<file path="config.mk">
export PLATFORM = sky130hd
export DESIGN_NAME = truth_table_sequencer_flat
export DESIGN_NICKNAME = d
export VERILOG_FILES = /design/src/rtl/truth_table_sequencer_if.sv /design/src/rtl/truth_table_sequencer.sv /design/src/flat_wrapper.sv
export SDC_FILE = /design/constraint.sdc
export NUM_CORES = 1
export LEC_CHECK = 0
export ABC_AREA = 0
export CORE_MARGIN = 2
export CORE_UTILIZATION = 44
export DETAILED_ROUTE_END_ITERATION = 8
export GPL_TIMING_DRIVEN = 0
export PLACE_DENSITY = 0.76
export SYNTH_ARGS = -nofsm -noshare
export SYNTH_HDL_FRONTEND = slang
export SYNTH_SLANG_ARGS = --single-unit
export TNS_END_PERCENT = 50
</file>
<file path="constraint.sdc">
create_clock -name clk -period 2.2 [get_ports clk]
set_clock_uncertainty 0.15 [all_clocks]
set_input_delay 0.44 -clock clk [delete_from_list [all_inputs] [get_ports clk]]
set_output_delay 0.44 -clock clk [all_outputs]
set_load 0.05 [all_outputs]
</file>
<file path="src/rtl/truth_table_sequencer_if.sv">
// Host-side bundle for truth_table_sequencer: run control, golden table, verdict and log stream.
// The host drives start/expected; the sequencer drives everything else.
interface truth_table_sequencer_if #(
  parameter int N_IN = 2
);
  logic                 start;
  logic [2**N_IN-1:0]   expected;
  logic                 busy;
  logic                 done;
  logic                 pass;
  logic [N_IN:0]        err_count;
  logic                 log_valid;
  logic [N_IN-1:0]      log_vec;
  logic                 log_out;
  logic                 log_exp;

  modport master (
    output start, expected,
    input  busy, done, pass, err_count, log_valid, log_vec, log_out, log_exp
  );

  modport slave (
    input  start, expected,
    output busy, done, pass, err_count, log_valid, log_vec, log_out, log_exp
  );
endinterface

</file>
<file path="src/rtl/truth_table_sequencer.sv">
// Steps a combinational gate through every input vector, waits SETTLE cycles per vector,
// samples dut_out against a latched golden table, logs each record and reports pass/fail.
module truth_table_sequencer #(
  parameter int N_IN   = 2,
  parameter int SETTLE = 1
) (
  input  logic                  clk,
  input  logic                  rst_n,
  truth_table_sequencer_if.slave bus,
  output logic [N_IN-1:0]       dut_in,
  input  logic                  dut_out
);

  localparam int              N_VEC      = 2**N_IN;
  localparam logic [N_IN-1:0] LAST_IDX   = {N_IN{1'b1}};
  localparam logic [3:0]      CNT_RELOAD = 4'(SETTLE - 1);

  typedef enum logic [1:0] {
    S_IDLE,
    S_WAIT,
    S_SAMPLE,
    S_DONE
  } state_t;

  state_t            state_q, state_d;
  logic [N_VEC-1:0]  exp_q;
  logic [N_IN-1:0]   idx_q;
  logic [3:0]        cnt_q;
  logic [N_IN-1:0]   dut_in_q;
  logic [N_IN:0]     err_q, err_next;
  logic              busy_q, done_q, pass_q;
  logic              log_valid_q, log_out_q, log_exp_q;
  logic [N_IN-1:0]   log_vec_q;
  logic              exp_bit, mismatch, last, load;

  // NOTE: every signal written in an always_comb gets a default first, so no path can infer a latch.
  always_comb begin
    state_d  = state_q;
    exp_bit  = exp_q[idx_q];
    last     = (idx_q == LAST_IDX);
    load     = (state_q == S_IDLE) && bus.start;
    // Written as "match clears" so an unknown dut_out falls through as a mismatch.
    mismatch = 1'b1;
    if (dut_out == exp_bit) mismatch = 1'b0;
    err_next = err_q + (N_IN + 1)'(mismatch);

    case (state_q)
      S_IDLE:   if (bus.start) state_d = S_WAIT;
      S_WAIT:   if (cnt_q == '0) state_d = S_SAMPLE;
      S_SAMPLE: state_d = last ? S_DONE : S_WAIT;
      S_DONE:   state_d = S_IDLE;
      default:  state_d = S_IDLE;
    endcase
  end

  // NOTE: sequential state uses non-blocking assignments only, so every flop sees pre-edge values.
  always_ff @(posedge clk or negedge rst_n) begin
    if (!rst_n) state_q <= S_IDLE;
    else        state_q <= state_d;
  end

  // NOTE: the golden table is not reset; it is only read after being loaded on a start edge.
  always_ff @(posedge clk) begin
    if (load) exp_q <= bus.expected;
  end

  always_ff @(posedge clk or negedge rst_n) begin
    if (!rst_n) begin
      idx_q       <= '0;
      cnt_q       <= '0;
      dut_in_q    <= '0;
      err_q       <= '0;
      busy_q      <= 1'b0;
      done_q      <= 1'b0;
      pass_q      <= 1'b0;
      log_valid_q <= 1'b0;
      log_vec_q   <= '0;
      log_out_q   <= 1'b0;
      log_exp_q   <= 1'b0;
    end else begin
      done_q      <= 1'b0;
      log_valid_q <= 1'b0;
      case (state_q)
        S_IDLE: begin
          if (bus.start) begin
            idx_q    <= '0;
            dut_in_q <= '0;
            err_q    <= '0;
            pass_q   <= 1'b0;
            cnt_q    <= CNT_RELOAD;
            busy_q   <= 1'b1;
          end
        end
        S_WAIT: begin
          if (cnt_q != '0) cnt_q <= cnt_q - 1'b1;
        end
        S_SAMPLE: begin
          err_q       <= err_next;
          log_valid_q <= 1'b1;
          log_vec_q   <= idx_q;
          log_out_q   <= dut_out;
          log_exp_q   <= exp_bit;
          if (last) begin
            // Verdict includes this final sample, so it lines up with the done pulse.
            busy_q <= 1'b0;
            done_q <= 1'b1;
            pass_q <= (err_next == '0);
          end else begin
            idx_q    <= idx_q + 1'b1;
            dut_in_q <= idx_q + 1'b1;
            cnt_q    <= CNT_RELOAD;
          end
        end
        default: ;
      endcase
    end
  end

  assign dut_in        = dut_in_q;
  assign bus.busy      = busy_q;
  assign bus.done      = done_q;
  assign bus.pass      = pass_q;
  assign bus.err_count = err_q;
  assign bus.log_valid = log_valid_q;
  assign bus.log_vec   = log_vec_q;
  assign bus.log_out   = log_out_q;
  assign bus.log_exp   = log_exp_q;

endmodule

</file>
<file path="src/flat_wrapper.sv">
// flat-port wrapper written by rule: the top's interface ports become plain ports
module truth_table_sequencer_flat 
#(
  parameter int N_IN   = 2,
  parameter int SETTLE = 1
)
  (clk, rst_n, dut_in, dut_out, bus_start, bus_expected, bus_busy, bus_done, bus_pass, bus_err_count, bus_log_valid, bus_log_vec, bus_log_out, bus_log_exp);
  truth_table_sequencer_if #(.N_IN(N_IN)) bus_i ();
  input  logic clk;
  input  logic rst_n;
  output logic [N_IN-1:0] dut_in;
  input  logic dut_out;
  input wire logic [$bits(bus_i.start)-1:0] bus_start;
  input wire logic [$bits(bus_i.expected)-1:0] bus_expected;
  output wire logic [$bits(bus_i.busy)-1:0] bus_busy;
  output wire logic [$bits(bus_i.done)-1:0] bus_done;
  output wire logic [$bits(bus_i.pass)-1:0] bus_pass;
  output wire logic [$bits(bus_i.err_count)-1:0] bus_err_count;
  output wire logic [$bits(bus_i.log_valid)-1:0] bus_log_valid;
  output wire logic [$bits(bus_i.log_vec)-1:0] bus_log_vec;
  output wire logic [$bits(bus_i.log_out)-1:0] bus_log_out;
  output wire logic [$bits(bus_i.log_exp)-1:0] bus_log_exp;
  assign bus_i.start = bus_start;
  assign bus_i.expected = bus_expected;
  assign bus_busy = bus_i.busy;
  assign bus_done = bus_i.done;
  assign bus_pass = bus_i.pass;
  assign bus_err_count = bus_i.err_count;
  assign bus_log_valid = bus_i.log_valid;
  assign bus_log_vec = bus_i.log_vec;
  assign bus_log_out = bus_i.log_out;
  assign bus_log_exp = bus_i.log_exp;
  truth_table_sequencer #(.N_IN(N_IN), .SETTLE(SETTLE)) u_core (.clk(clk), .rst_n(rst_n), .bus(bus_i), .dut_in(dut_in), .dut_out(dut_out));
endmodule
</file>
# [Word-level counts from Yosys, hierarchy flattened]
# Index checks and enable logic that the tools add are counted.
[totals] wordCells=63 romBits=0 output_inout_bits=13 inputBits=8 ramBits=0 latchBits=0 ff_bits=23 mem_count=0
[op_classes] div_mod_pow=0 n_bitwise=0 n_eq_ne=10 reduce_logical=12 n_addsub=3 order_cmp=1 multipliers=0 mux=25 shift=0
[ops] operator="4-bit 2-to-1 mux" count=3
[ops] operator="4-bit one-hot mux with 3 select lines" count=1
[ops] operator="2-bit 2-to-1 mux" count=5
[ops] operator="1-bit 2-to-1 mux" count=9
[ops] operator="2-bit one-hot mux with 4 select lines" count=1
[ops] operator="2-bit equality test, second input constant" count=3
[ops] operator="2-bit by 1-bit != test with 1-bit output, second input constant" count=3
[ops] operator="3-bit one-hot mux with 2 select lines" count=1
[ops] operator="3-bit AND reduction" count=2
[ops] operator="4-bit zero test" count=1
[ops] operator="2-bit != test, second input constant" count=2
[ops] operator="1-bit one-hot mux with 2 select lines" count=2
[ops] operator="2-bit one-hot mux with 2 select lines" count=1
[ops] operator="2-bit AND reduction" count=2
[ops] operator="4-bit AND reduction" count=1
[ops] operator="4-bit nonzero test" count=1
[ops] operator="4-bit by 1-bit subtractor with 4-bit output, second input constant" count=1
[ops] operator="3-bit by 1-bit adder with 3-bit output" count=1
[ops] operator="3-bit zero test" count=1
[ops] operator="2-bit by 3-bit less-than comparator with 1-bit output, second input constant" count=1
[ops] operator="3-bit 2-to-1 mux" count=1
[ops] operator="3-bit nonzero test" count=1
[ops] operator="2-bit by 1-bit adder with 2-bit output, second input constant" count=1
[ops] operator="1-bit binary-select mux with 2-bit select" count=1
[ops] operator="other kinds (5)" count=5

# [Logic depth before layout (Yosys ltp)]
[depth] depth_word=8 depth_mapped=7 depth_no_buf=7

# [Worst setup path after synthesis]
# No wires, ideal clock.
[synth_path] kind="reg-to-reg" from="register u_core.idx_q[0]" to="register u_core.pass_q (netlist: u_core.bus.pass)" stages_incl_launch_ff=7 arrival_time_ns=2.590 setup_ns=0.095 path_buffers=0 setup_slack_ns=-0.636 t_required_ns=1.955 period_less_slack_ns=2.836 path_cell_list="dfrtp_1 > mux4_2 > xor2_1 > ha_1 > ha_1 > or4_1 > o31ai_1"
[synth_between] elab_chain_len=8 word_cells_on_any_way=11 cone_classes="1 x add/sub; 3 x eq/ne; 5 x mux; 2 x reduce/logical"
[synth_rtl] element="start, declared" line_no="truth_table_sequencer.sv:27" rtl="logic [N_IN-1:0] idx_q;"
[synth_rtl] element="start signal, assigned" line_no="truth_table_sequencer.sv:109" rtl="idx_q <= idx_q + 1'b1;"
[synth_rtl] element="1-bit binary-select mux with 2-bit select" line_no="truth_table_sequencer.sv:39" rtl="exp_bit = exp_q[idx_q];"
[synth_rtl] element="1-bit 2-to-1 mux (not written as such)" line_no="truth_table_sequencer.sv:39"
[synth_rtl] element="1-bit equality test" line_no="truth_table_sequencer.sv:44" rtl="if (dut_out == exp_bit) mismatch = 1'b0;"
[synth_rtl] element="1-bit 2-to-1 mux" line_no="truth_table_sequencer.sv:44"
[synth_rtl] element="3-bit by 1-bit adder with 3-bit output" line_no="truth_table_sequencer.sv:45" rtl="err_next = err_q + (N_IN + 1)'(mismatch);"
[synth_rtl] element="3-bit zero test" line_no="truth_table_sequencer.sv:107" rtl="pass_q <= (err_next == '0);"
[synth_rtl] element="1-bit 2-to-1 mux" line_no="truth_table_sequencer.sv:103" rtl="if (last) begin"
[synth_rtl] element="1-bit one-hot mux with 2 select lines" line_no="truth_table_sequencer.sv:83" rtl="case (state_q)"
[synth_rtl] element="end signal, assigned" line_no="truth_table_sequencer.sv:107"
[synth_rtl] element="end, declared" line_no="truth_table_sequencer.sv:31" rtl="logic busy_q, done_q, pass_q;"
# Several ways; a longest one is shown, not always the timed one. The select of a mux whose other input is x is not followed.
# A chain may end at the register's enable or synchronous reset.

# [Final worst setup path]
# Same ends and word-level chain as after synthesis.

==> qor.log <==
INFO  global_routing grt_first_pass_wirelength=3090um
INFO  floorplan      initial_core_utilization=47.0%
INFO  critical_path  timing_worst_setup_path_type=flip-flop to flip-flop
INFO  floorplan      floorplan.die.height=52.8um
INFO  cts            cts_root_buf=clkbuf_4
INFO  power_and_ir_drop total_leakage_power=0.637nW
INFO  cells_and_area number_of_standard_cells_in_the_final_layout_excluding_fillers=146
INFO  cts            max-clock-path-buffers=2
INFO  synth          synth_edf_count=4
INFO  cts            clk_transition_reported_paths=0.13ns
INFO  cts            tritoncts=built
INFO  cts            cts_hold_buf=0
INFO  timing         fin_crit=2.46ns
INFO  floorplan      fp.coreArea=2230um2
INFO  synth          yosysWarnings=0
INFO  drt            drt_total_wl=1890um
INFO  power_and_ir_drop post-layout-total-power=0.00170W
INFO  critical_path  critical_path.endpoint_type=flip-flop
INFO  drt            length_of_the_first_detailed_routing_pass_in_iterations=4
INFO  cells_and_area final_layout_size_suffix_gt1_share=14.4%
INFO  placement      dp_hpwl=1390um
INFO  timing         relSlewSlack=42.3%
INFO  drt            antenna_violating_nets_post_route=0
INFO  floorplan      floorplan.die.width=52.8um
INFO  synth          synth_fp_nets=105
INFO  cells_and_area final_nets=131
INFO  critical_path  critical_path_arrival=2.55ns
INFO  synth          syn_inst=93
INFO  timing         clock.fmax=406MHz
INFO  global_routing number_of_antenna_violations_at_the_first_check_in_global_routing=0
INFO  synth          synth_area=1050um2
INFO  timing         final_count_of_pins_violating_max_slew=0
INFO  cells_and_area fillers=196
INFO  run_status     run_status=finished with violations
INFO  run            max_cap_violations=0
INFO  critical_path  required_arrival_time_at_the_worst_endpoint=2.29ns
INFO  worst_hold_path min-delay-start=u_core.bus.log_exp
INFO  cts            clock_sink_count=23
INFO  global_routing first_global_vias=703
INFO  cells_and_area area_delta_synth_final=27.7%
INFO  worst_hold_path whs_path_depth=2
INFO  synth          synth_area_per_cell=11.3um2
INFO  timing         worst_slew_pin_slew=0.863ns
INFO  synth          synth_top_flop_cell=dfrtp_1
INFO  floorplan      io_pins=21
INFO  cts            worst_skew_pair.late_latency=0.32ns
INFO  timing         finalSetupViolCount=1
INFO  synth          async_flop_share=82.6%
INFO  power_and_ir_drop pwr_density_cell=1270nW/um2
INFO  timing         report.final.hold_viol_count=0
INFO  timing         hold_ws=0.344ns
INFO  cells_and_area multi_input_area=413um2
INFO  placement      gpl_congestion=0.787
INFO  critical_path  reg2reg_from=u_core.idx_q[0]
INFO  synth          synth.lib_cells_used.distinct=33
INFO  critical_path  r2r_setup_slack=-0.26ns
INFO  floorplan      dieArea=2790um2
INFO  drt            wl_per_cell=12.9um
INFO  placement      place_inst=141
INFO  cells_and_area antennaDiodeCount=0
INFO  global_routing grt_start_max_net_pins=20
INFO  worst_hold_path worstHoldPathType=flip-flop to flip-flop
INFO  timing         final_critical_path_share_of_the_clock_period=112%
INFO  power_and_ir_drop vdd.ir_drop.worst=0.796mV
INFO  worst_hold_path min_to=u_core.bus.log_exp
INFO  cts            cts_inserted_buffers=3
INFO  critical_path  critPathLaunchType=flip-flop
INFO  timing         rsz_0062_raised_after_global_routing=yes
INFO  timing         finalSetupTns=-0.262ns
INFO  critical_path  rr_worst_depth=7
INFO  drt            detail_route.drc_violations=0
INFO  run_status     violations=setup timing
INFO  timing         layout_setup_ws=-0.262ns
INFO  critical_path  critical_path_peak_fanout=2
INFO  drt            dr_total_vias=771
INFO  floorplan      floorplan.rows=17
INFO  critical_path  worst_r2r_endpoint=u_core.bus.pass
INFO  synth          ys_seq_elements=23
INFO  cts            cts-htree-levels=1
INFO  global_routing track_usage=15.7%
INFO  drt            detailedRoute.firstIterationViolations=9
INFO  global_routing globalRoute.totalOverflow=0
INFO  synth          synth_seq_area_share=56.7%
INFO  placement      portBuffers=20
INFO  cells_and_area area.sequential=597um2
INFO  drt            vias_per_cell=5.28
worst max-delay path by stage:
stage,from,endpoint,slack (ns),cells past startpoint
floorplan,u_core.idx_q[0],u_core.bus.pass,-0.38,7
global placement,u_core.idx_q[0],u_core.bus.pass,-0.27,7
detailed placement,u_core.idx_q[0],u_core.bus.pass,-0.28,7
CTS,u_core.idx_q[0],u_core.bus.pass,-0.27,7
global route,u_core.idx_q[0],u_core.bus.pass,-0.36,7
finish,u_core.idx_q[0],u_core.bus.pass,-0.26,7
state kept, by name, summed over array words and instances (netlist names), 2 cells and up:
register and flops:
u_core.cnt_q 4, u_core.bus.log_vec 2, u_core.state_q 2, u_core.exp_q 4, u_core.idx_q 2, u_core.bus.err_count 3
worst max-delay path, stage by stage, from the launching register on:
cell and delay (ns):
dfrtp_2 0.40, mux4_2 0.53, xor2_1 0.18, ha_2 0.19, ha_4 0.16, xor2_1 0.15, or4_1 0.41, o31ai_1 0.20
kinds of logic after synthesis:
kind of cell | Yosys count | synth area share, %
multiplexers | 2 | 3.10
flip-flops | 23 | 56.7
adder cells (fa/ha/maj) | 4 | 4.77
AO/OA/AOI/OAI | 13 | 8.82
XOR/XNOR | 2 | 1.67
AND/OR/NAND/NOR | 39 | 19.5
buffers and inverters | 10 | 5.36
final cells by class:
type,count,share of cell area [%]
buffer,4,2.43
clock buffer,3,1.68
clock inverter,1,0.373
inverter,6,1.77
multi-input combinational,60,30.8
sequential,23,44.5
tap,28,2.61
timing repair buffer,21,15.8
Yosys cell counts, types with 2 or more instances:
| cell type | n | share of area [%] |
|---|---|---|
| o21ai_0 | 5 | 2.4 |
| nand2b_1 | 3 | 1.8 |
| buf_6 | 2 | 2.1 |
| nand2_1 | 17 | 6.1 |
| dfrtp_1 | 19 | 45 |
| ha_1 | 4 | 4.8 |
| edfxtp_1 | 4 | 11 |
| buf_2 | 2 | 0.95 |
| inv_1 | 4 | 1.4 |
| nand3_1 | 4 | 1.9 |
| nor3b_1 | 3 | 2.1 |
| nand3b_1 | 2 | 1.4 |
| a31o_1 | 3 | 2.5 |
| xor2_1 | 2 | 1.7 |
metal layers:
layer	global-route usage [%]	up-vias	wire length, um
li1	-	375	-
met1	19.4	376	816
met2	25.2	15	946
met3	4.29	5	85
met4	7.69	0	37
met5	0	-	0
through the flow:
stage / setup slack [ns] / instance area (um2) / util, %
after floorplan: -0.377 / 1070 / -
after global placement: -0.267 / 1300 / 58.3
after detailed placement: -0.284 / 1300 / 58.3
after CTS: -0.275 / 1340 / 59.8
after global routing: -0.356 / 1340 / 60.0
final: -0.262 / 1340 / 60.0
power breakdown:
group / switching, W / internal [W]
clock: 0.000133 / 0.0000681
combinational: 0.000552 / 0.000332
sequential: 0.0000631 / 0.000548
repair_timing:
item	in CTS	in global routing
setup endpoints to repair	1	4
buffers inserted	1	0
gates resized for setup	1	2
cloned	0	0
cells in the final DEF (no fill, tap or decap), drive strengths merged:
| cell type | instances |
|---|---|
| edfxtp | 4 |
| nand2 | 17 |
| nor3b | 3 |
| a21o | 1 |
| nand3b | 2 |
| o41ai | 1 |
| nor2 | 2 |
| o21ai | 5 |
| buf | 5 |
| dfrtp | 19 |
| clkbuf | 3 |
| a31o | 3 |
| mux2i | 1 |
| inv | 4 |
| o31ai | 1 |
| nor4 | 1 |
| clkinv | 3 |
| dlygate4sd2 | 1 |
| dlymetal6s2s | 2 |
| mux4 | 1 |
| ha | 4 |
| or3 | 1 |
| nor3 | 1 |
| a22o | 1 |
| nand2b | 3 |
| xor2 | 2 |
| nand3 | 4 |
| or3b | 2 |
| clkdlybuf4s50 | 17 |
| or2 | 2 |
| o2111ai | 1 |
| or4 | 1 |
(Power assumes the default switching activity.)
